<file path="config.mk">
export PLATFORM = sky130hd
export DESIGN_NAME = cla_addsub_pipe
export DESIGN_NICKNAME = d
export VERILOG_FILES = /design/src/rtl/cla_pkg.sv /design/src/rtl/cla_segment.sv /design/src/rtl/cla_addsub_pipe.sv
export SDC_FILE = /design/constraint.sdc
export NUM_CORES = 1
export LEC_CHECK = 0
export ABC_AREA = 0
export BUFFER_PORTS_ARGS = -buffer_cell sky130_fd_sc_hd__buf_2
export CORE_ASPECT_RATIO = 1.2
export CORE_MARGIN = 4
export CORE_UTILIZATION = 45
export DETAILED_ROUTE_END_ITERATION = 12
export SLEW_MARGIN = 30
export SYNTH_ARGS = -nofsm -noshare
export SYNTH_HDL_FRONTEND = slang
export SYNTH_SLANG_ARGS = --single-unit
export TNS_END_PERCENT = 20
</file>
<file path="constraint.sdc">
create_clock -name iClk -period 3.6 [get_ports iClk]
set_input_delay 0.36 -clock iClk [delete_from_list [all_inputs] [get_ports iClk]]
set_output_delay 0.36 -clock iClk [all_outputs]
set_load 0.01 [all_outputs]
</file>
<file path="src/rtl/cla_pkg.sv">
// Shared definitions for the pipelined carry-lookahead adder/subtractor:
// mode encodings, the segment-width helper and the parameter legality check.
package cla_pkg;

  localparam logic MODE_ADD = 1'b0;
  localparam logic MODE_SUB = 1'b1;

  // Width of the slice of the operands resolved by each pipeline stage.
  function automatic int segWidth(input int dataW, input int stages);
    return dataW / stages;
  endfunction

  // True when the operand width splits evenly into stages, every stage has at
  // least four bits, and each segment splits evenly into lookahead groups.
  function automatic bit paramsOk(input int dataW, input int stages, input int groupW);
    if (stages < 1 || groupW < 1) return 1'b0;
    if (dataW % stages != 0) return 1'b0;
    if (stages > dataW / 4) return 1'b0;
    return ((dataW / stages) % groupW) == 0;
  endfunction

endpackage

</file>
<file path="src/rtl/cla_segment.sv">
// Combinational SEG_W-bit carry-lookahead adder slice. Carries are resolved in
// full lookahead inside each GROUP_W-bit group; group carries chain from one
// group to the next. C_msb is the carry into the top bit, used for overflow.
module cla_segment #(
  parameter int SEG_W   = 8,
  parameter int GROUP_W = 4
) (
  input  logic [SEG_W-1:0] A,
  input  logic [SEG_W-1:0] B,
  input  logic             Cin,
  output logic [SEG_W-1:0] Sum,
  output logic             Cout,
  output logic             C_msb
);

  localparam int NUM_GROUPS = SEG_W / GROUP_W;

  logic [SEG_W-1:0] gen;
  logic [SEG_W-1:0] prop;
  logic [SEG_W:0]   carry;

  // Lookahead carry network: carry i of a group is the OR of every generate
  // below it propagated up, plus the group carry-in propagated through all.
  always_comb begin
    int   base;
    logic acc;
    logic term;
    gen      = A & B;
    prop     = A ^ B;
    carry    = '0;
    carry[0] = Cin;
    base     = 0;
    acc      = 1'b0;
    term     = 1'b0;
    for (int grp = 0; grp < NUM_GROUPS; grp++) begin
      base = grp * GROUP_W;
      for (int i = 1; i <= GROUP_W; i++) begin
        acc = carry[base];
        for (int j = 0; j < i; j++) acc = acc & prop[base + j];
        for (int j = 0; j < i; j++) begin
          term = gen[base + j];
          for (int m = j + 1; m < i; m++) term = term & prop[base + m];
          acc = acc | term;
        end
        carry[base + i] = acc;
      end
    end
  end

  assign Sum   = prop ^ carry[SEG_W-1:0];
  assign Cout  = carry[SEG_W];
  assign C_msb = carry[SEG_W-1];

endmodule

</file>
<file path="src/rtl/cla_addsub_pipe.sv">
// Pipelined carry-lookahead adder/subtractor. Each stage resolves one segment
// of the operands and registers the carry for the next stage. A valid/ready
// handshake at both ends lets empty stages fill even while the output stalls.
module cla_addsub_pipe
  import cla_pkg::*;
#(
  parameter int DATA_W  = 32,
  parameter int STAGES  = 4,
  parameter int GROUP_W = 4
) (
  input  logic              iClk,
  input  logic              iRstN,
  input  logic              iValid,
  output logic              oReady,
  input  logic [DATA_W-1:0] iA,
  input  logic [DATA_W-1:0] iB,
  input  logic              iCarryIn,
  input  logic              iSub,
  output logic              oValid,
  input  logic              iReady,
  output logic [DATA_W-1:0] oSum,
  output logic              oCarry,
  output logic              oOverflow,
  output logic              oZero
);

  localparam int SEG_W = segWidth(DATA_W, STAGES);
  localparam int LAST  = STAGES - 1;

  if (!paramsOk(DATA_W, STAGES, GROUP_W)) begin : gParamCheck
    $error("cla_addsub_pipe: DATA_W/STAGES/GROUP_W combination is illegal");
  end

  logic [STAGES-1:0] validQ;
  logic [STAGES-1:0] carryQ;
  logic [STAGES-1:0] cMsbQ;
  logic [STAGES-1:0] subQ;
  logic [DATA_W-1:0] aQ   [STAGES];
  logic [DATA_W-1:0] bQ   [STAGES];
  logic [DATA_W-1:0] sumQ [STAGES];

  logic [STAGES-1:0] load;
  logic [SEG_W-1:0]  segSum [STAGES];
  logic [STAGES-1:0] segCout;
  logic [STAGES-1:0] segCmsb;
  logic [DATA_W-1:0] bFirst;

  assign bFirst = (iSub == MODE_SUB) ? ~iB : iB;

  // A stage may load when it or any stage after it is empty, or when the
  // consumer is taking the result; this collapses bubbles without a path
  // from iValid.
  always_comb begin
    logic chain;
    chain = iReady;
    load  = '0;
    for (int k = LAST; k >= 0; k--) begin
      chain   = chain | ~validQ[k];
      load[k] = chain;
    end
  end

  for (genvar k = 0; k < STAGES; k++) begin : gSeg
    logic [SEG_W-1:0] segA;
    logic [SEG_W-1:0] segB;
    logic             segCin;
    if (k == 0) begin : gFirst
      assign segA   = iA[0 +: SEG_W];
      assign segB   = bFirst[0 +: SEG_W];
      assign segCin = iCarryIn;
    end else begin : gNext
      assign segA   = aQ[k-1][k*SEG_W +: SEG_W];
      assign segB   = (subQ[k-1] == MODE_SUB) ? ~bQ[k-1][k*SEG_W +: SEG_W]
                                              :  bQ[k-1][k*SEG_W +: SEG_W];
      assign segCin = carryQ[k-1];
    end
    cla_segment #(
      .SEG_W  (SEG_W),
      .GROUP_W(GROUP_W)
    ) uSeg (
      .A    (segA),
      .B    (segB),
      .Cin  (segCin),
      .Sum  (segSum[k]),
      .Cout (segCout[k]),
      .C_msb(segCmsb[k])
    );
  end

  // Stage registers: stage 0 captures the operands together with the first
  // segment; later stages shift the operation along and add their segment.
  always_ff @(posedge iClk) begin
    if (!iRstN) begin
      validQ <= '0;
      carryQ <= '0;
      cMsbQ  <= '0;
      subQ   <= '0;
      for (int k = 0; k < STAGES; k++) begin
        aQ[k]   <= '0;
        bQ[k]   <= '0;
        sumQ[k] <= '0;
      end
    end else begin
      if (load[0]) begin
        validQ[0] <= iValid;
        aQ[0]     <= iA;
        bQ[0]     <= iB;
        subQ[0]   <= iSub;
        sumQ[0]   <= DATA_W'(segSum[0]);
        carryQ[0] <= segCout[0];
        cMsbQ[0]  <= segCmsb[0];
      end
      for (int k = 1; k < STAGES; k++) begin
        if (load[k]) begin
          validQ[k]                    <= validQ[k-1];
          aQ[k]                        <= aQ[k-1];
          bQ[k]                        <= bQ[k-1];
          subQ[k]                      <= subQ[k-1];
          sumQ[k]                      <= sumQ[k-1];
          sumQ[k][k*SEG_W +: SEG_W]    <= segSum[k];
          carryQ[k]                    <= segCout[k];
          cMsbQ[k]                     <= segCmsb[k];
        end
      end
    end
  end

  assign oReady    = load[0];
  assign oValid    = validQ[LAST];
  assign oSum      = sumQ[LAST];
  assign oCarry    = carryQ[LAST];
  assign oOverflow = carryQ[LAST] ^ cMsbQ[LAST];
  assign oZero     = validQ[LAST] && (sumQ[LAST] == '0);

endmodule
</file>
==> flow_metrics.tcl, run 1 <==
set metrics [dict create \
    cp-start-kind "flop" \
    syn2layout_area_growth_pct 16.1 \
    insertion_delay_ps 430 \
    ff2ff_path_depth 11 \
    final_core_util_pct 53.3 \
    yosys-top-cells-area "edfxtp_1, and3_1, ha_1" \
    synth.top_cell.area_share_pct 61.0 \
    portBuffers 106 \
    synthesis.nets 744 \
    synth_edf_count 176 \
    io_pins 107 \
    clock-root-buffer "clkbuf_16" \
    synth.distinct_cells 49 \
    seq_area_frac_synth_pct 63.8 \
    finalCriticalPeriod_ps 2950 \
    gp_congestion 0.796 \
    core-area_um2 18900 \
    holdPathEnd "validQ[0]" \
    antenna_found_initial 0 \
    start_util_pct 45.9 \
    drt_iter0_drc 225 \
    clkSlewWorstSetupHoldPaths_ps 60 \
    wl_per_cell_um 14.7 \
    worst_hold_slack_ps 173 \
    syn_avg_cell_area_um2 13.8 \
    yosysWarningCount 0 \
    regToRegEndpoint "sumQ[2][23]" \
    ctsResizeCount 0 \
    layout_common_cells "edfxtp_1, buf_2, and3_1, ha_1, xor2_1" \
    hold_path_class "input port to flop" \
    hold_start "iValid" \
    grt_pass1_wl_um 24200 \
    cp_max_fo 10 \
    hold_viol_final 0 \
    required_ps 3770 \
    fp.dieArea_um2 21500 \
    arrival_ps 3120 \
    setup_viol 0 \
    p_per_area_nw_per_um2 481 \
    syn-cell-area_um2 8660 \
    drt_first_pass_iters 7 \
    grt.total_usage_pct 14.1 \
    fin_crit_sh_pct 82.0 \
    dpl.cell_count 962 \
    multi_input_area_um2 2900 \
    leakage_nw 4.85 \
    grt_setup_unrepaired "false" \
    setup_slack_ps 648 \
    synth-async-reset-ratio_pct 0 \
    rows 55 \
    drive_gt1_share_pct 25.4 \
    timing.fmax_ghz 0.339 \
    numCtsBuffers 17 \
    layout.cells.most_common "edfxtp_1" \
    routed_wl_um 14700 \
    grt-ovfl-total 0 \
    yosys_register_bits 188 \
    place_ws_ps 529 \
    slew_viol_final 0 \
    ant_nets 0 \
    num_vias 4885 \
    fin_tns_setup_ps 0 \
    grt_max_degree 51 \
    slew-limit-headroom_pct 45.9 \
    yosysTopAreaCell "edfxtp_1" \
    worst_clock_skew_ps 13.2 \
    worstMarginPinSlew_ps 812 \
    avgViaCountPerCell 4.91 \
    cts.sinks 188 \
    antenna_cells 0 \
    cts.hold.buffers_added 0 \
    reg2reg_from "subQ[1]" \
    dieWidth_um 135 \
    fp.dieH_um 160 \
    stdcell_count 995 \
    final_nets 844 \
    ctsLongestPathBuffers 2 \
    status "finished clean" \
    drc_errors 0 \
    endpoint_kind "flop" \
    tritoncts "yes" \
    rrSetupSlack_ps 650 \
    h-tree-depth 4 \
    ir_drop_mv 0.345 \
    synth_cells 626 \
    drv_cap 0 \
    hold_depth 2 \
    seqCellArea_um2 5530 \
    grt_pass1_vias 4900 \
    synthFlopType "edfxtp_1" \
    critPathKind "flop to flop" \
    dp_hpwl_um 10900 \
    cts_setup_buffers 0 \
    nFillCells 1654 \
]
-- kinds of logic (layout without fill, tap and decap cells) --
| group | after synthesis | in the layout | share of synthesized area, % |
|---|---|---|---|
| and+or+nand+nor | 241 | 241 | 16.6 |
| AOI/OAI and AO/OA | 51 | 51 | 4.34 |
| xor gates and xnor gates | 41 | 41 | 4.15 |
| buffers and inverters | 51 | 164 | 2.75 |
| DFF | 188 | 188 | 63.8 |
| muxes | 6 | 6 | 0.723 |
| adders and majority gates | 48 | 48 | 7.63 |
-- layer usage --
| metal | global-route usage (%) | part of all wire (%) | vias to the layer above |
|---|---|---|---|
| li1 | - | - | 2496 |
| met1 | 19.5 | 47 | 2248 |
| met2 | 22.1 | 47 | 127 |
| met3 | 3.37 | 5.1 | 14 |
| met4 | 4.58 | 1.2 | 0 |
| met5 | 0 | 0 | - |
-- sequential cells by signal, summed over array words and instances (netlist names) --
register,flops
aQ,48
bQ,48
cMsbQ,1
carryQ,4
subQ,3
sumQ,80
validQ,4
-- critical path, stage by stage, from the launching register on --
cell,delay [ps]
dfxtp_1,310
buf_4,180
xor2_1,230
ha_1,270
ha_1,180
o21a_1,200
o22a_1,230
a21o_1,190
ha_1,180
o21a_1,210
o22ai_1,160
mux2_2,360
-- power breakdown --
group,internal (mW),leakage [nW],switching (mW)
registers,2.52,2.19,0.0458
logic,0.202,2.37,0.208
clock network,1.09,0.293,0.769
total,3.81,4.85,1.02
-- Yosys cell counts (2+ instances only) --
master / n
o22a_1: 4
a21o_1: 6
and2_1: 30
and2_2: 19
nand3_1: 6
ha_1: 40
o21a_1: 20
mux2_2: 2
buf_2: 8
or3_1: 4
clkbuf_1: 20
edfxtp_1: 176
o21ai_0: 2
dfxtp_1: 12
nor4_1: 6
o211a_1: 2
nand4_1: 2
nor3_1: 25
or2_2: 6
buf_6: 2
xnor2_1: 3
nand3b_1: 2
fa_1: 8
mux2i_1: 4
xor2_1: 38
and3_2: 6
nand2_1: 12
a21oi_1: 9
nor2_1: 22
clkbuf_2: 5
and3_1: 94
inv_1: 14
-- cell type report --
type / count / share of cell area [%]
repair buffers: 118 / 6.50
well taps: 256 / 3.19
flip-flops and latches: 188 / 55.0
multi-input cells: 387 / 28.9
clock inverters: 15 / 1.68
clock buffers: 17 / 4.23
inverters: 14 / 0.523
-- worst max-delay path by stage --
stage | start | endpoint | slack [ps] | depth (start not counted)
2_1_floorplan | iSub | carryQ[0] | 740 | 11
3_3_place_gp | iSub | carryQ[0] | 640 | 11
6_report | subQ[1] | sumQ[2][23] | 650 | 11
5_1_grt | subQ[2] | sumQ[3][31] | 500 | 10
4_1_cts | subQ[1] | sumQ[2][23] | 640 | 11
3_5_place_dp | iSub | carryQ[0] | 530 | 11
-- per-stage QoR --
step / power (mW) / area [um^2]
2_1_floorplan: 2.88 / 8660
3_3_place_gp: 3.01 / 9430
3_5_place_dp: 3.03 / 9430
4_1_cts: 4.90 / 10000
5_1_grt: 5.05 / 10000
6_report: 4.84 / 10000
Note: power is estimated with default switching activity, not from simulation.
==> run 2: changes to the inputs <==
- ABC_AREA: 0 -> 1
- PLACE_DENSITY: default -> 0.67
- clock period: 3.6 -> 2.7 ns (I/O delays scaled with it)
==> flow_metrics.tcl, run 2 <==
set metrics [dict create \
    status "finished clean" \
    fp.dieArea_um2 21900 \
    p_per_area_nw_per_um2 623 \
    pwr-share-seq_pct 53.3 \
    grt-ovfl-total 0 \
    dpl.cell_count 1167 \
    final_area_um2 10300 \
    yosysMostFrequentCell "inv_1" \
    place_ws_ps 80.1 \
    start_util_pct 46.3 \
    required_ps 2880 \
    final_nets 1051 \
    num_vias 5088 \
    antenna_found_initial 0 \
    slew_viol_final 0 \
    leakage_nw 5.00 \
    synth.top_cell.area_share_pct 59.9 \
    synthesis.nets 931 \
    cts.sinks 188 \
    h-tree-depth 4 \
    grt_max_degree 57 \
    synth.distinct_cells 33 \
    drv_cap 0 \
    rows 55 \
    fin_crit_sh_pct 95.4 \
    power.internal_mw 4.87 \
    antenna_cells 0 \
    power_mw 6.42 \
    fin_tns_setup_ps 0 \
    worst_hold_slack_ps 89.2 \
    stdcell_count 1202 \
    cp-start-kind "flop" \
    syn-cell-area_um2 8820 \
    avgViaCountPerCell 4.23 \
    yosys_register_bits 188 \
    syn2layout_area_growth_pct 17.0 \
    gp_congestion 0.790 \
    synth_cells 813 \
    combPwrFrac_pct 9.3 \
    placed_cell_area_um2 9640 \
    ctsLongestPathBuffers 2 \
    swShare_pct 24.2 \
    cp_max_fo 3 \
    cts.hold.buffers_added 0 \
    yosysWarningCount 0 \
    core-area_um2 19100 \
    clock-root-buffer "clkbuf_16" \
    dp_hpwl_um 9660 \
    grt_pass1_vias 5019 \
    drc_errors 0 \
    dieWidth_um 136 \
    final_core_util_pct 54.1 \
    grt.total_usage_pct 12.9 \
    routed_wl_um 13400 \
    portBuffers 106 \
    critPathKind "flop to flop" \
    timing.fmax_ghz 0.388 \
    numCtsBuffers 17 \
    finalCriticalPeriod_ps 2580 \
    tritoncts "yes" \
    synth_edf_count 176 \
    drive_gt1_share_pct 19.7 \
    endpoint_kind "flop" \
    synth-async-reset-ratio_pct 0 \
    top_regs "sumQ (80), aQ (48), bQ (48)" \
    nFillCells 1667 \
    hold_path_class "input port to flop" \
    seq_area_frac_synth_pct 62.7 \
    layout_common_cells "inv_1, nor2_1, edfxtp_1, buf_2, nand2_1" \
    arrival_ps 2750 \
    yosys-top-cells-count "inv_1, nor2_1, edfxtp_1" \
    hold_depth 3 \
    ant_nets 0 \
    hold_viol_final 0 \
    slowest_delay_ps 420 \
    largest_reg_flops 80 \
    synthFlopType "edfxtp_1" \
    cp_slowest_cell "edfxtp_1" \
    ff2ff_path_depth 17 \
    io_pins 107 \
    wl_per_cell_um 11.2 \
    worstPathCellList "xnor2_2 -> inv_2 -> ha_4 -> ha_1 -> nand2_1 -> nand3b_1 -> nand2_2 -> a21boi_2 -> nor2_2 -> inv_1 -> ha_2 -> nand2_1 -> nand3b_1 -> nand2_1 -> nand2_1 -> nor2_1 -> nor2_1" \
    grt_pass1_wl_um 22800 \
    grt_setup_unrepaired "true" \
    top_register "sumQ" \
    syn_avg_cell_area_um2 10.8 \
    cp_common_cell "nand2_1" \
    pwr-share-clk_pct 37.3 \
    setup_slack_ps 125 \
    fp.dieH_um 161 \
    setup_viol 0 \
    yosys-top-cells-area "edfxtp_1, inv_1, nor2_1" \
    drt_iter0_drc 232 \
    p_sw_mw 1.56 \
    clkSlewWorstSetupHoldPaths_ps 70 \
    yosysTopAreaCell "edfxtp_1" \
    worstMarginPinSlew_ps 712 \
    worst_clock_skew_ps 10.3 \
    drt_first_pass_iters 6 \
    layout.cells.most_common "inv_1" \
    slew-limit-headroom_pct 52.5 \
    insertion_delay_ps 420 \
    ir_drop_mv 0.406 \
]
==> run 2: power groups by stage <==
stage          logic, mW  clock network [mW]  registers (mW)
2_1_floorplan      0.407                   0            3.49
3_3_place_gp       0.575                   0            3.49
3_5_place_dp       0.586                   0            3.49
4_1_cts            0.593                2.46            3.42
5_1_grt            0.700                2.58            3.44
6_report           0.598                2.40            3.43
==> run 2: what timing repair did <==
item	4_1_cts	5_1_grt
endpoints found under the setup margin	0	8
gates resized for setup	0	19
setup buffers	0	3
==> run 2: cell families (layout without fill, tap and decap cells) <==
group           count (synthesis)  after routing  synth area share, %
xor+xnor                       41             41                 4.07
buf+inv                       211            344                 9.80
fa+ha+maj                      48             48                 7.49
simple gates                  300            300                 14.4
compound gates                 25             25                 1.53
flops                         188            188                 62.7
==> run 2: area by class of cell <==
class	count	area, um^2	share of cell area, %
timing repair buffer	121	667	6.47
clock inverter	15	169	1.64
tap	256	320	3.11
inverter	191	722	7.00
multi-input combinational	414	2480	24.1
clock buffer	17	425	4.12
sequential	188	5530	53.6
==> run 2: worst max-delay path, delay by kind of cell, from the launching register on <==
| kind | cells | cell delay (ps) |
|---|---|---|
| AO/OA/AOI/OAI | 1 | 70 |
| XOR/XNOR | 1 | 230 |
| adder cells (fa/ha/maj) | 3 | 590 |
| buffers and inverters | 2 | 140 |
| flip-flops | 1 | 420 |
| AND/OR/NAND/NOR | 10 | 900 |
==> run 2: routing by layer <==
layer | up-vias | wire length (um) | global-route usage [%]
met3 | 11 | 711 | 3.18
met2 | 101 | 6520 | 21.2
met4 | 0 | 161 | 4.45
met1 | 2217 | 6050 | 16.6
met5 | - | 0 | 0
li1 | 2759 | - | -
==> run 2: final timing paths <==
check	startpoint	endpoint	slack (ps)
max	bQ[0][8]	sumQ[1][15]	120
min	iValid	validQ[0]	90
max reg2reg	bQ[0][8]	sumQ[1][15]	120
min reg2reg	cMsbQ[3]	cMsbQ[3]	480
==> run 3: changes to the inputs <==
==> constraint.sdc (replaced) <==
create_clock -name iClk -period 2.7 [get_ports iClk]
set_input_delay 0.135 -clock iClk [delete_from_list [all_inputs] [get_ports iClk]]
set_output_delay 0.135 -clock iClk [all_outputs]
set_load 0.01 [all_outputs]
==> flow_metrics.tcl, run 3 (synthesis gave the netlist of run 2 again) <==
set metrics [dict create \
    status "finished clean" \
    dp_hpwl_um 9750 \
    top_regs "sumQ (80), aQ (48), bQ (48)" \
    worst_clock_skew_ps 8.94 \
    ir_drop_mv 0.473 \
    num_vias 5147 \
    start_util_pct 46.3 \
    grt_max_degree 57 \
    antenna_cells 0 \
    required_ps 2880 \
    fp.dieH_um 161 \
    fin_crit_sh_pct 97.0 \
    hold_start "iB[17]" \
    finalCriticalPeriod_ps 2620 \
    holdPathEnd "bQ[0][17]" \
    hold_viol_final 0 \
    worstMarginPinSlew_ps 696 \
    routed_wl_um 13500 \
    grt.total_usage_pct 13.0 \
    fp.dieArea_um2 21900 \
    cts.sinks 188 \
    clkSlewWorstSetupHoldPaths_ps 60 \
    wl_per_cell_um 11.0 \
    portBuffers 106 \
    pwr-share-seq_pct 48.8 \
    layout.cells.most_common "inv_1" \
    power_mw 7.02 \
    grt-ovfl-total 0 \
    pwr-share-clk_pct 42.3 \
    grt_pass1_wl_um 22700 \
    core-area_um2 19100 \
    grt_use_met3_pct 2.90 \
    h-tree-depth 4 \
    multi_input_area_um2 2500 \
    drt_first_pass_iters 4 \
    avgViaCountPerCell 4.22 \
    busiest_layer "met2" \
    final_area_um2 10600 \
    final_nets 1070 \
    setup_slack_ps 81.8 \
    setup_viol 0 \
    drv_cap 0 \
    critPathKind "flop to flop" \
    tritoncts "yes" \
    place_ws_ps 26.5 \
    rrSetupSlack_ps 80 \
    syn2layout_area_growth_pct 20.5 \
    timing.fmax_ghz 0.382 \
    drt_iter0_drc 182 \
    io_pins 107 \
    cp_max_fo 3 \
    use_met2_pct 21.0 \
    p_sw_mw 1.44 \
    hold_depth 3 \
    p_per_area_nw_per_um2 661 \
    cp-start-kind "flop" \
    seqCellArea_um2 5530 \
    placed_cell_area_um2 9620 \
    fin_tns_setup_ps 0 \
    reg2reg_from "bQ[0][8]" \
    clock-root-buffer "clkbuf_16" \
    largest_reg_flops 80 \
    hold_path_class "input port to flop" \
    slew_viol_final 0 \
    insertion_delay_ps 420 \
    slew-limit-headroom_pct 53.6 \
    grt_setup_unrepaired "true" \
    layout_common_cells "inv_1, nor2_1, edfxtp_1, buf_2, nand2_1" \
    arrival_ps 2800 \
    nFillCells 1630 \
    ctsLongestPathBuffers 2 \
    regToRegEndpoint "sumQ[1][12]" \
    ff2ff_path_depth 13 \
    swShare_pct 20.5 \
    grt_pass1_vias 4967 \
    gp_congestion 0.811 \
    numCtsBuffers 17 \
    antenna_found_initial 0 \
    leakage_nw 5.14 \
    rows 55 \
    dieWidth_um 136 \
    met1_usage_pct 16.8 \
    endpoint_kind "flop" \
    worst_hold_slack_ps 13.7 \
    drc_errors 0 \
    drive_gt1_share_pct 19.9 \
    combPwrFrac_pct 8.8 \
    ant_nets 0 \
    power.internal_mw 5.58 \
    top_register "sumQ" \
]
## run 3: power groups by stage
stage	Combinational, mW	Clock, mW	Sequential, mW
2_1_floorplan	0.407	0	3.49
4_1_cts	0.613	3.02	3.43
5_1_grt	0.727	3.15	3.45
6_report	0.621	2.97	3.43
3_3_place_gp	0.572	0	3.49
3_5_place_dp	0.586	0	3.49
## run 3: metrics by stage
| stage | cells | util (%) |
|---|---|---|
| 6_report | 1221 | 55.7 |
| 5_1_grt | 1221 | 55.7 |
| 4_1_cts | 1217 | 55.2 |
| 3_5_place_dp | 1167 | 50.5 |
| 3_3_place_gp | 1167 | 50.5 |
| 2_1_floorplan | 813 | - |
## run 3: repair_timing
item                                    in CTS  in global routing
hold buffers                                17                  0
pin swaps                                    1                 14
setup buffers                                1                  4
endpoints found under the setup margin       1                 14
resized for setup                            0                 26
endpoints found under the hold margin       17                  0
## run 3: how the worst max path moves through the flow
stage               slack, ps  cells past startpoint  startpoint          end
floorplan                 130                     18     subQ[0]  sumQ[1][15]
global placement          140                     17    bQ[0][8]  sumQ[1][15]
detailed placement         30                     17    bQ[0][8]  sumQ[1][15]
CTS                        50                     13    bQ[0][8]  sumQ[1][13]
global route              -70                     13    bQ[0][8]  sumQ[1][12]
finish                     80                     13    bQ[0][8]  sumQ[1][12]
## run 3: area by class of cell
class,instances,area share [%]
Clock inverter,13,2.66
Multi-Input combinational cell,414,23.5
Tap cell,256,3.01
Timing Repair Buffer,140,7.90
Clock buffer,19,4.07
Inverter,191,6.79
Sequential cell,188,52.0
## run 3: layer usage
metal	vias up	share of wire [%]
li1	2793	-
met1	2240	46
met2	94	47
met3	20	4.6
met4	0	1.8
met5	-	0
## run 3: critical path, stage by stage, from the launching register on
cell and delay [ps]:
edfxtp_1 420, xnor2_2 210, inv_2 60, ha_4 260, ha_2 150, nand2_1 50
nand3b_1 110, nand2_2 80, a21boi_2 170, nor2_2 50, buf_4 120, buf_4 130
fa_2 520, nor2_1 40
